===== src/rtl/ag_tcu_step_sched_pkg.sv =====
// Shared types for the AG-TCU step scheduler: FSM states, request and micro-op records.
package ag_tcu_sched_pkg;

    localparam int UUID_W = 44;
    localparam int WID_W  = 2;
    localparam int RD_W   = 6;
    localparam int STEP_W = 4;
    localparam int FMT_W  = 3;

    typedef enum logic [1:0] {
        IDLE  = 2'd0,
        ISSUE = 2'd1,
        DRAIN = 2'd2,
        DONE  = 2'd3
    } state_e;

    // Latched MMA request; steps_* are counts minus one.
    typedef struct packed {
        logic [UUID_W-1:0] uuid;
        logic [WID_W-1:0]  wid;
        logic [RD_W-1:0]   rd;
        logic [FMT_W-1:0]  fmt_s;
        logic [FMT_W-1:0]  fmt_d;
        logic [STEP_W-1:0] steps_m;
        logic [STEP_W-1:0] steps_n;
    } req_t;

    // One per-step micro-op presented to the FEDP unit.
    typedef struct packed {
        logic [STEP_W-1:0] step_m;
        logic [STEP_W-1:0] step_n;
        logic [RD_W-1:0]   rd;
        logic [UUID_W-1:0] uuid;
        logic [WID_W-1:0]  wid;
        logic [FMT_W-1:0]  fmt_s;
        logic [FMT_W-1:0]  fmt_d;
    } uop_t;

    // Destination register of step (m, n): row-major offset from the base, wrapping mod 2^RD_W.
    function automatic logic [RD_W-1:0] step_rd(
        input logic [RD_W-1:0]   base,
        input logic [STEP_W-1:0] m,
        input logic [STEP_W-1:0] n,
        input logic [STEP_W-1:0] steps_n
    );
        logic [8:0] lin;
        lin = ({5'b0, m} * ({5'b0, steps_n} + 9'd1)) + {5'b0, n};
        return base + lin[RD_W-1:0];
    endfunction

endpackage


===== src/rtl/ag_tcu_step_sched_if.sv =====
// Request / micro-op / completion / done bundle between dispatch, scheduler and FEDP.
interface ag_tcu_step_sched_if;
    import ag_tcu_sched_pkg::*;

    logic              req_valid;
    logic              req_ready;
    logic [UUID_W-1:0] req_uuid;
    logic [WID_W-1:0]  req_wid;
    logic [RD_W-1:0]   req_rd;
    logic [FMT_W-1:0]  req_fmt_s;
    logic [FMT_W-1:0]  req_fmt_d;
    logic [STEP_W-1:0] req_steps_m;
    logic [STEP_W-1:0] req_steps_n;

    logic              uop_valid;
    logic              uop_ready;
    logic [STEP_W-1:0] uop_step_m;
    logic [STEP_W-1:0] uop_step_n;
    logic [RD_W-1:0]   uop_rd;
    logic [UUID_W-1:0] uop_uuid;
    logic [WID_W-1:0]  uop_wid;
    logic [FMT_W-1:0]  uop_fmt_s;
    logic [FMT_W-1:0]  uop_fmt_d;

    logic              cmp_valid;

    logic              done_valid;
    logic              done_ready;
    logic [UUID_W-1:0] done_uuid;
    logic [WID_W-1:0]  done_wid;

    logic              busy;
    logic              cmp_err;

    modport slave (
        input  req_valid, req_uuid, req_wid, req_rd, req_fmt_s, req_fmt_d,
               req_steps_m, req_steps_n, uop_ready, cmp_valid, done_ready,
        output req_ready, uop_valid, uop_step_m, uop_step_n, uop_rd, uop_uuid,
               uop_wid, uop_fmt_s, uop_fmt_d, done_valid, done_uuid, done_wid,
               busy, cmp_err
    );

    modport master (
        output req_valid, req_uuid, req_wid, req_rd, req_fmt_s, req_fmt_d,
               req_steps_m, req_steps_n, uop_ready, cmp_valid, done_ready,
        input  req_ready, uop_valid, uop_step_m, uop_step_n, uop_rd, uop_uuid,
               uop_wid, uop_fmt_s, uop_fmt_d, done_valid, done_uuid, done_wid,
               busy, cmp_err
    );

endinterface


===== src/rtl/ag_tcu_credit_cnt.sv =====
// Outstanding micro-op counter: up on issue, down on completion, with credit and underflow flags.
module ag_tcu_credit_cnt #(
    parameter int MAX_OUTSTANDING = 4,
    parameter int CW              = $clog2(MAX_OUTSTANDING) + 1
) (
    input  logic clk,
    input  logic reset,
    input  logic clr_i,        // new instruction: start from zero
    input  logic inc_i,        // micro-op fired
    input  logic dec_req_i,    // completion pulse seen
    input  logic dec_allow_i,  // completions are legal in the current phase
    output logic has_credit_o,
    output logic is_zero_o,
    output logic is_one_o,
    output logic underflow_o
);

    logic [CW-1:0] cnt_q, cnt_d;
    logic          dec_ok;

    // A completion only counts when expected and something is actually in flight.
    assign dec_ok       = dec_req_i && dec_allow_i && (cnt_q != '0);
    assign underflow_o  = dec_req_i && !dec_ok;
    assign has_credit_o = (cnt_q < CW'(MAX_OUTSTANDING));
    assign is_zero_o    = (cnt_q == '0);
    assign is_one_o     = (cnt_q == CW'(1));

    // Next count; simultaneous issue and completion leave it unchanged.
    always_comb begin
        cnt_d = cnt_q;
        if (clr_i) begin
            cnt_d = '0;
        end else if (inc_i && !dec_ok) begin
            cnt_d = cnt_q + CW'(1);
        end else if (!inc_i && dec_ok) begin
            cnt_d = cnt_q - CW'(1);
        end
    end

    // Count register.
    always_ff @(posedge clk) begin
        if (reset) begin
            cnt_q <= '0;
        end else begin
            cnt_q <= cnt_d;
        end
    end

endmodule


===== src/rtl/ag_tcu_step_sched.sv =====
// Expands one MMA request into (m, n) micro-ops under a credit limit and retires it with a done token.
module ag_tcu_step_sched
    import ag_tcu_sched_pkg::*;
#(
    parameter int MAX_OUTSTANDING = 4
) (
    input  logic clk,
    input  logic reset,
    ag_tcu_step_sched_if.slave bus
);

    state_e            state_q, state_d;
    req_t              req_q, req_d;
    logic [STEP_W-1:0] m_q, m_d;
    logic [STEP_W-1:0] n_q, n_d;
    logic              cmp_err_q, cmp_err_d;

    logic has_credit, cnt_zero, cnt_one, underflow;
    logic req_fire, uop_fire, done_fire, last_step, uop_valid_w, dec_allow;
    uop_t uop;

    assign req_fire    = (state_q == IDLE) && bus.req_valid;
    assign uop_valid_w = (state_q == ISSUE) && has_credit;
    assign uop_fire    = uop_valid_w && bus.uop_ready;
    assign done_fire   = (state_q == DONE) && bus.done_ready;
    assign last_step   = (m_q == req_q.steps_m) && (n_q == req_q.steps_n);
    assign dec_allow   = (state_q == ISSUE) || (state_q == DRAIN);

    ag_tcu_credit_cnt #(
        .MAX_OUTSTANDING(MAX_OUTSTANDING)
    ) u_credit (
        .clk         (clk),
        .reset       (reset),
        .clr_i       (req_fire),
        .inc_i       (uop_fire),
        .dec_req_i   (bus.cmp_valid),
        .dec_allow_i (dec_allow),
        .has_credit_o(has_credit),
        .is_zero_o   (cnt_zero),
        .is_one_o    (cnt_one),
        .underflow_o (underflow)
    );

    // FSM state register.
    always_ff @(posedge clk) begin
        if (reset) begin
            state_q <= IDLE;
        end else begin
            state_q <= state_d;
        end
    end

    // FSM next state: DRAIN exits once the last in-flight op completes (or none are left).
    always_comb begin
        state_d = state_q;
        unique case (state_q)
            IDLE:  if (req_fire) state_d = ISSUE;
            ISSUE: if (uop_fire && last_step) state_d = DRAIN;
            DRAIN: if (cnt_zero || (cnt_one && bus.cmp_valid)) state_d = DONE;
            DONE:  if (done_fire) state_d = IDLE;
            default: state_d = IDLE;
        endcase
    end

    // FSM outputs.
    always_comb begin
        bus.req_ready  = (state_q == IDLE);
        bus.uop_valid  = uop_valid_w;
        bus.done_valid = (state_q == DONE);
        bus.busy       = (state_q != IDLE);
    end

    // Request latch and step indices; n is the inner loop.
    always_comb begin
        req_d     = req_q;
        m_d       = m_q;
        n_d       = n_q;
        cmp_err_d = cmp_err_q | underflow;
        if (req_fire) begin
            req_d.uuid    = bus.req_uuid;
            req_d.wid     = bus.req_wid;
            req_d.rd      = bus.req_rd;
            req_d.fmt_s   = bus.req_fmt_s;
            req_d.fmt_d   = bus.req_fmt_d;
            req_d.steps_m = bus.req_steps_m;
            req_d.steps_n = bus.req_steps_n;
            m_d           = '0;
            n_d           = '0;
        end else if (uop_fire) begin
            if (n_q == req_q.steps_n) begin
                n_d = '0;
                m_d = m_q + STEP_W'(1);
            end else begin
                n_d = n_q + STEP_W'(1);
            end
        end
    end

    // Datapath registers.
    always_ff @(posedge clk) begin
        if (reset) begin
            req_q     <= '0;
            m_q       <= '0;
            n_q       <= '0;
            cmp_err_q <= 1'b0;
        end else begin
            req_q     <= req_d;
            m_q       <= m_d;
            n_q       <= n_d;
            cmp_err_q <= cmp_err_d;
        end
    end

    // Micro-op payload from the latched request and current indices.
    always_comb begin
        uop.step_m = m_q;
        uop.step_n = n_q;
        uop.rd     = step_rd(req_q.rd, m_q, n_q, req_q.steps_n);
        uop.uuid   = req_q.uuid;
        uop.wid    = req_q.wid;
        uop.fmt_s  = req_q.fmt_s;
        uop.fmt_d  = req_q.fmt_d;
    end

    assign bus.uop_step_m = uop.step_m;
    assign bus.uop_step_n = uop.step_n;
    assign bus.uop_rd     = uop.rd;
    assign bus.uop_uuid   = uop.uuid;
    assign bus.uop_wid    = uop.wid;
    assign bus.uop_fmt_s  = uop.fmt_s;
    assign bus.uop_fmt_d  = uop.fmt_d;
    assign bus.done_uuid  = req_q.uuid;
    assign bus.done_wid   = req_q.wid;
    assign bus.cmp_err    = cmp_err_q;

endmodule


===== src/flat_wrapper.sv =====
// flat-port wrapper written by rule: the top's interface ports become plain ports
module ag_tcu_step_sched_flat import ag_tcu_sched_pkg::*;
#(
    parameter int MAX_OUTSTANDING = 4
)
  (clk, reset, bus_req_valid, bus_req_uuid, bus_req_wid, bus_req_rd, bus_req_fmt_s, bus_req_fmt_d, bus_req_steps_m, bus_req_steps_n, bus_uop_ready, bus_cmp_valid, bus_done_ready, bus_req_ready, bus_uop_valid, bus_uop_step_m, bus_uop_step_n, bus_uop_rd, bus_uop_uuid, bus_uop_wid, bus_uop_fmt_s, bus_uop_fmt_d, bus_done_valid, bus_done_uuid, bus_done_wid, bus_busy, bus_cmp_err);
  ag_tcu_step_sched_if bus_i ();
  input  logic clk;
  input  logic reset;
  input wire logic [$bits(bus_i.req_valid)-1:0] bus_req_valid;
  input wire logic [$bits(bus_i.req_uuid)-1:0] bus_req_uuid;
  input wire logic [$bits(bus_i.req_wid)-1:0] bus_req_wid;
  input wire logic [$bits(bus_i.req_rd)-1:0] bus_req_rd;
  input wire logic [$bits(bus_i.req_fmt_s)-1:0] bus_req_fmt_s;
  input wire logic [$bits(bus_i.req_fmt_d)-1:0] bus_req_fmt_d;
  input wire logic [$bits(bus_i.req_steps_m)-1:0] bus_req_steps_m;
  input wire logic [$bits(bus_i.req_steps_n)-1:0] bus_req_steps_n;
  input wire logic [$bits(bus_i.uop_ready)-1:0] bus_uop_ready;
  input wire logic [$bits(bus_i.cmp_valid)-1:0] bus_cmp_valid;
  input wire logic [$bits(bus_i.done_ready)-1:0] bus_done_ready;
  output wire logic [$bits(bus_i.req_ready)-1:0] bus_req_ready;
  output wire logic [$bits(bus_i.uop_valid)-1:0] bus_uop_valid;
  output wire logic [$bits(bus_i.uop_step_m)-1:0] bus_uop_step_m;
  output wire logic [$bits(bus_i.uop_step_n)-1:0] bus_uop_step_n;
  output wire logic [$bits(bus_i.uop_rd)-1:0] bus_uop_rd;
  output wire logic [$bits(bus_i.uop_uuid)-1:0] bus_uop_uuid;
  output wire logic [$bits(bus_i.uop_wid)-1:0] bus_uop_wid;
  output wire logic [$bits(bus_i.uop_fmt_s)-1:0] bus_uop_fmt_s;
  output wire logic [$bits(bus_i.uop_fmt_d)-1:0] bus_uop_fmt_d;
  output wire logic [$bits(bus_i.done_valid)-1:0] bus_done_valid;
  output wire logic [$bits(bus_i.done_uuid)-1:0] bus_done_uuid;
  output wire logic [$bits(bus_i.done_wid)-1:0] bus_done_wid;
  output wire logic [$bits(bus_i.busy)-1:0] bus_busy;
  output wire logic [$bits(bus_i.cmp_err)-1:0] bus_cmp_err;
  assign bus_i.req_valid = bus_req_valid;
  assign bus_i.req_uuid = bus_req_uuid;
  assign bus_i.req_wid = bus_req_wid;
  assign bus_i.req_rd = bus_req_rd;
  assign bus_i.req_fmt_s = bus_req_fmt_s;
  assign bus_i.req_fmt_d = bus_req_fmt_d;
  assign bus_i.req_steps_m = bus_req_steps_m;
  assign bus_i.req_steps_n = bus_req_steps_n;
  assign bus_i.uop_ready = bus_uop_ready;
  assign bus_i.cmp_valid = bus_cmp_valid;
  assign bus_i.done_ready = bus_done_ready;
  assign bus_req_ready = bus_i.req_ready;
  assign bus_uop_valid = bus_i.uop_valid;
  assign bus_uop_step_m = bus_i.uop_step_m;
  assign bus_uop_step_n = bus_i.uop_step_n;
  assign bus_uop_rd = bus_i.uop_rd;
  assign bus_uop_uuid = bus_i.uop_uuid;
  assign bus_uop_wid = bus_i.uop_wid;
  assign bus_uop_fmt_s = bus_i.uop_fmt_s;
  assign bus_uop_fmt_d = bus_i.uop_fmt_d;
  assign bus_done_valid = bus_i.done_valid;
  assign bus_done_uuid = bus_i.done_uuid;
  assign bus_done_wid = bus_i.done_wid;
  assign bus_busy = bus_i.busy;
  assign bus_cmp_err = bus_i.cmp_err;
  ag_tcu_step_sched #(.MAX_OUTSTANDING(MAX_OUTSTANDING)) u_core (.clk(clk), .reset(reset), .bus(bus_i));
endmodule

===== config.mk =====
export PLATFORM = sky130hd
export DESIGN_NAME = ag_tcu_step_sched_flat
export DESIGN_NICKNAME = d
export VERILOG_FILES = /design/src/rtl/ag_tcu_step_sched_pkg.sv /design/src/rtl/ag_tcu_step_sched_if.sv /design/src/rtl/ag_tcu_credit_cnt.sv /design/src/rtl/ag_tcu_step_sched.sv /design/src/flat_wrapper.sv
export SDC_FILE = /design/constraint.sdc
export NUM_CORES = 1
export LEC_CHECK = 0
export ABC_AREA = 1
export BUFFER_PORTS_ARGS = -buffer_cell sky130_fd_sc_hd__buf_2
export CAP_MARGIN = 40
export CORE_MARGIN = 4
export CORE_UTILIZATION = 54
export CTS_BUF_LIST = sky130_fd_sc_hd__clkbuf_8
export CTS_CLUSTER_SIZE = 14
export DETAILED_ROUTE_END_ITERATION = 12
export PLACE_DENSITY = 0.85
export RECOVER_POWER = 100
export REMOVE_ABC_BUFFERS = 1
export SYNTH_ARGS = -nofsm -noshare
export SYNTH_HDL_FRONTEND = slang
export SYNTH_SLANG_ARGS = --single-unit

===== constraint.sdc =====
create_clock -name clk -period 7.65 [get_ports clk]
set_input_delay 0.765 -clock clk [delete_from_list [all_inputs] [get_ports clk]]
set_output_delay 0.765 -clock clk [all_outputs]
set_load 0.02 [all_outputs]

==> flow_metrics.tcl <==
set metrics [dict create \
    status "finished with violations" \
    violations "max-capacitance violations, max-slew violations" \
    setup_viol 0 \
    htree_levels 3 \
    synth-seq-cells 80 \
    slowest_delay_ns 0.54 \
    postLayoutCoreUtil_pct 59.9 \
    drt_iter0_drc 159 \
    slew_headroom_pct -25.2 \
    syn_area_mm2 0.00457 \
    cts_resized 0 \
    drcViolationCount 0 \
    via_per_inst 4.90 \
    end_kind "output port" \
    whs_path_depth 2 \
    avgSynthCellArea_um2 7.63 \
    final_common_cell "nor2_1" \
    fin_nets 786 \
    yosysSeqAreaShare_pct 35.0 \
    cts_tree "done" \
    power.total_w 0.00181 \
    grt_setup_unrepaired "false" \
    min_from "u_core.req_q[16]" \
    postCtsSetupBuffers 0 \
    layout_common_cells "nor2_1 (142), clkbuf_1 (117), dfxtp_1 (80), buf_2 (72), o21ai_0 (70)" \
    wire_per_inst_um 14.1 \
    gp_congestion 0.945 \
    place_inst 776 \
    io_pins 189 \
    die_h_um 100 \
    syn_to_final_growth_pct 7.72 \
    ir_drop_v 0.000233 \
    grt_pass1_vias 3926 \
    drive_above_1_share_pct 14.1 \
    grt_remaining_overflow 0 \
    ys_warn_count 0 \
    grt.total_usage_pct 22.2 \
    path_max_fanout 7 \
    die_area_mm2 0.0100 \
    dr.pass1.iters 4 \
    core_mm2 0.00822 \
    tightestPinTransition_ns 1.88 \
    grt_pass1_wl_um 18000 \
    maxCapViolations 1 \
    synth.distinct_cells 30 \
    fin_crit_sh_pct 63.8 \
    rr_startpoint "u_core.state_q[0]" \
    finalNonFillerCells 792 \
    final_hold_viol_count 0 \
    r2r-end "u_core.bus.done_uuid[12]" \
    power_density_mw_per_mm2 367 \
    ant_nets 0 \
    clkTransAtPathRegs_ns 0.08 \
    p_leak_nw 2.20 \
    worst_path_most_repeated_cell "nand2_1" \
    ff2ff_setup_slack_ns 3.83 \
    grt_max_degree 69 \
    critPathRequiredTime_ns 6.88 \
    setup-tns-final_ns 0 \
    cts_buffer_depth 2 \
    start_util_pct 55.6 \
    portBuffers 188 \
    root_buffer "clkbuf_8" \
    maxSlewViolCount 44 \
    antenna_cells 0 \
    holdPathEnd "u_core.req_q[16]" \
    vias 3883 \
    antenna_found_initial 1 \
    num_rows 33 \
    cts_buffers 9 \
    cp-start-kind "register" \
    hold_buffers 0 \
    clk-insertion-delay-late_ns 0.34 \
    holdWs_ns 0.485 \
    fmax_ghz 0.205 \
    clock_sink_count 80 \
    synthCells 599 \
    hold_class "reg -> reg" \
    arrival_ns 4.12 \
    period_needed_ns 4.88 \
    finClkSkew_ns 0.00688 \
    path_class "reg -> out" \
    cp_cell_sequence "ha_1, nand2_1, nand2_1, nor2_1, fa_1, inv_1, fa_1, fa_1, inv_1, ha_1, a21oi_1, nand2_1, nand2_1, nand2_1, inv_1, nand2_1, nand2_1, nand2_1, nand2_1, clkbuf_1" \
    cp_slowest_cell "fa_1" \
    die_w_um 100 \
    drt_wl_total_um 11200 \
    reg2reg_depth 7 \
    dp_hpwl_um 8880 \
]
## cell usage after synthesis (all sizes together)
| master | number | area share, % |
|---|---|---|
| nand4 | 2 | 0.27 |
| nand2 | 47 | 4.1 |
| clkbuf | 15 | 1.3 |
| or2 | 1 | 0.14 |
| o22ai | 1 | 0.14 |
| fa | 12 | 5.3 |
| xnor2 | 9 | 1.7 |
| a31oi | 1 | 0.14 |
| xor2 | 4 | 0.77 |
| o21ai | 71 | 7.8 |
| ha | 20 | 5.5 |
| dfxtp | 80 | 35 |
| a211oi | 2 | 0.33 |
| nor2 | 143 | 12 |
| and2 | 1 | 0.14 |
| inv | 54 | 4.5 |
| buf | 104 | 17 |
| nand3 | 14 | 1.6 |
| a21oi | 17 | 1.9 |
| o21bai | 1 | 0.16 |
## worst max-delay path by stage
stage	start	endpoint	slack (ns)	cells past startpoint
6_report	u_core.req_q[0]	bus_uop_rd[5]	2.77	20
5_1_grt	u_core.req_q[0]	bus_uop_rd[5]	2.48	20
4_1_cts	u_core.req_q[0]	bus_uop_rd[5]	2.83	20
3_5_place_dp	u_core.req_q[0]	bus_uop_rd[5]	3.20	20
3_3_place_gp	u_core.req_q[0]	bus_uop_rd[5]	3.33	19
2_1_floorplan	u_core.req_q[0]	bus_uop_rd[5]	3.45	18
## cell families (layout without fill, tap and decap cells)
logic type	count (synthesis)	count (layout)	synth area share, %
xor gates and xnor gates	13	13	2.49
and+or+nand+nor	208	208	18.7
adders and majority gates	32	32	10.7
AOI/OAI and AO/OA	93	93	10.4
DFF	80	80	35.0
buffers and inverters	173	261	22.6
## state kept, by name, summed over array words and instances, names as in the netlist
| register | cells |
|---|---|
| u_core.bus.cmp_err | 1 |
| u_core.bus.done_uuid | 44 |
| u_core.bus.done_wid | 2 |
| u_core.bus.uop_fmt_d | 3 |
| u_core.bus.uop_fmt_s | 3 |
| u_core.bus.uop_step_m | 4 |
| u_core.bus.uop_step_n | 4 |
| u_core.req_q | 14 |
| u_core.state_q | 2 |
| u_core.u_credit.cnt_q | 3 |
## worst max-delay path, delay by kind of cell (launching register included)
| kind | cells | cell delay [ns] |
|---|---|---|
| fa+ha+maj | 5 | 2.12 |
| compound gates | 1 | 0.17 |
| simple gates | 10 | 0.67 |
| flops | 1 | 0.44 |
| buf+inv | 4 | 0.37 |
## metal layers
layer	vias up	wire length (um)	part of all wire [%]	global-route usage [%]
li1	1935	-	-	-
met1	1774	4050	36	23.1
met2	146	5790	52	40.3
met3	26	981	8.8	8.48
met4	2	306	2.7	8.50
met5	-	13	0.12	0
## per-stage QoR
step | setup WS [ns] | area, um2
5_1_grt | 2.48 | 4920
2_1_floorplan | 3.45 | 3740
4_1_cts | 2.83 | 5110
3_5_place_dp | 3.20 | 4860
6_report | 2.77 | 4920
3_3_place_gp | 3.33 | 4820
## area by class of cell
type	instances	area, um2
Fill cell	795	3290
Multi-Input combinational cell	346	1910
Sequential cell	80	1600
Timing Repair Buffer	191	827
Inverter	54	205
Clock buffer	10	138
Tap cell	105	131
Clock inverter	6	115
## power by group
part | total, W | leakage (nW) | switching, W | internal, W
Sequential | 0.000629 | 0.660 | 0.0000959 | 0.000533
Combinational | 0.000798 | 1.42 | 0.000567 | 0.000231
Clock | 0.000382 | 0.123 | 0.000154 | 0.000228
No activity file was read; power rests on OpenSTA's default activity.
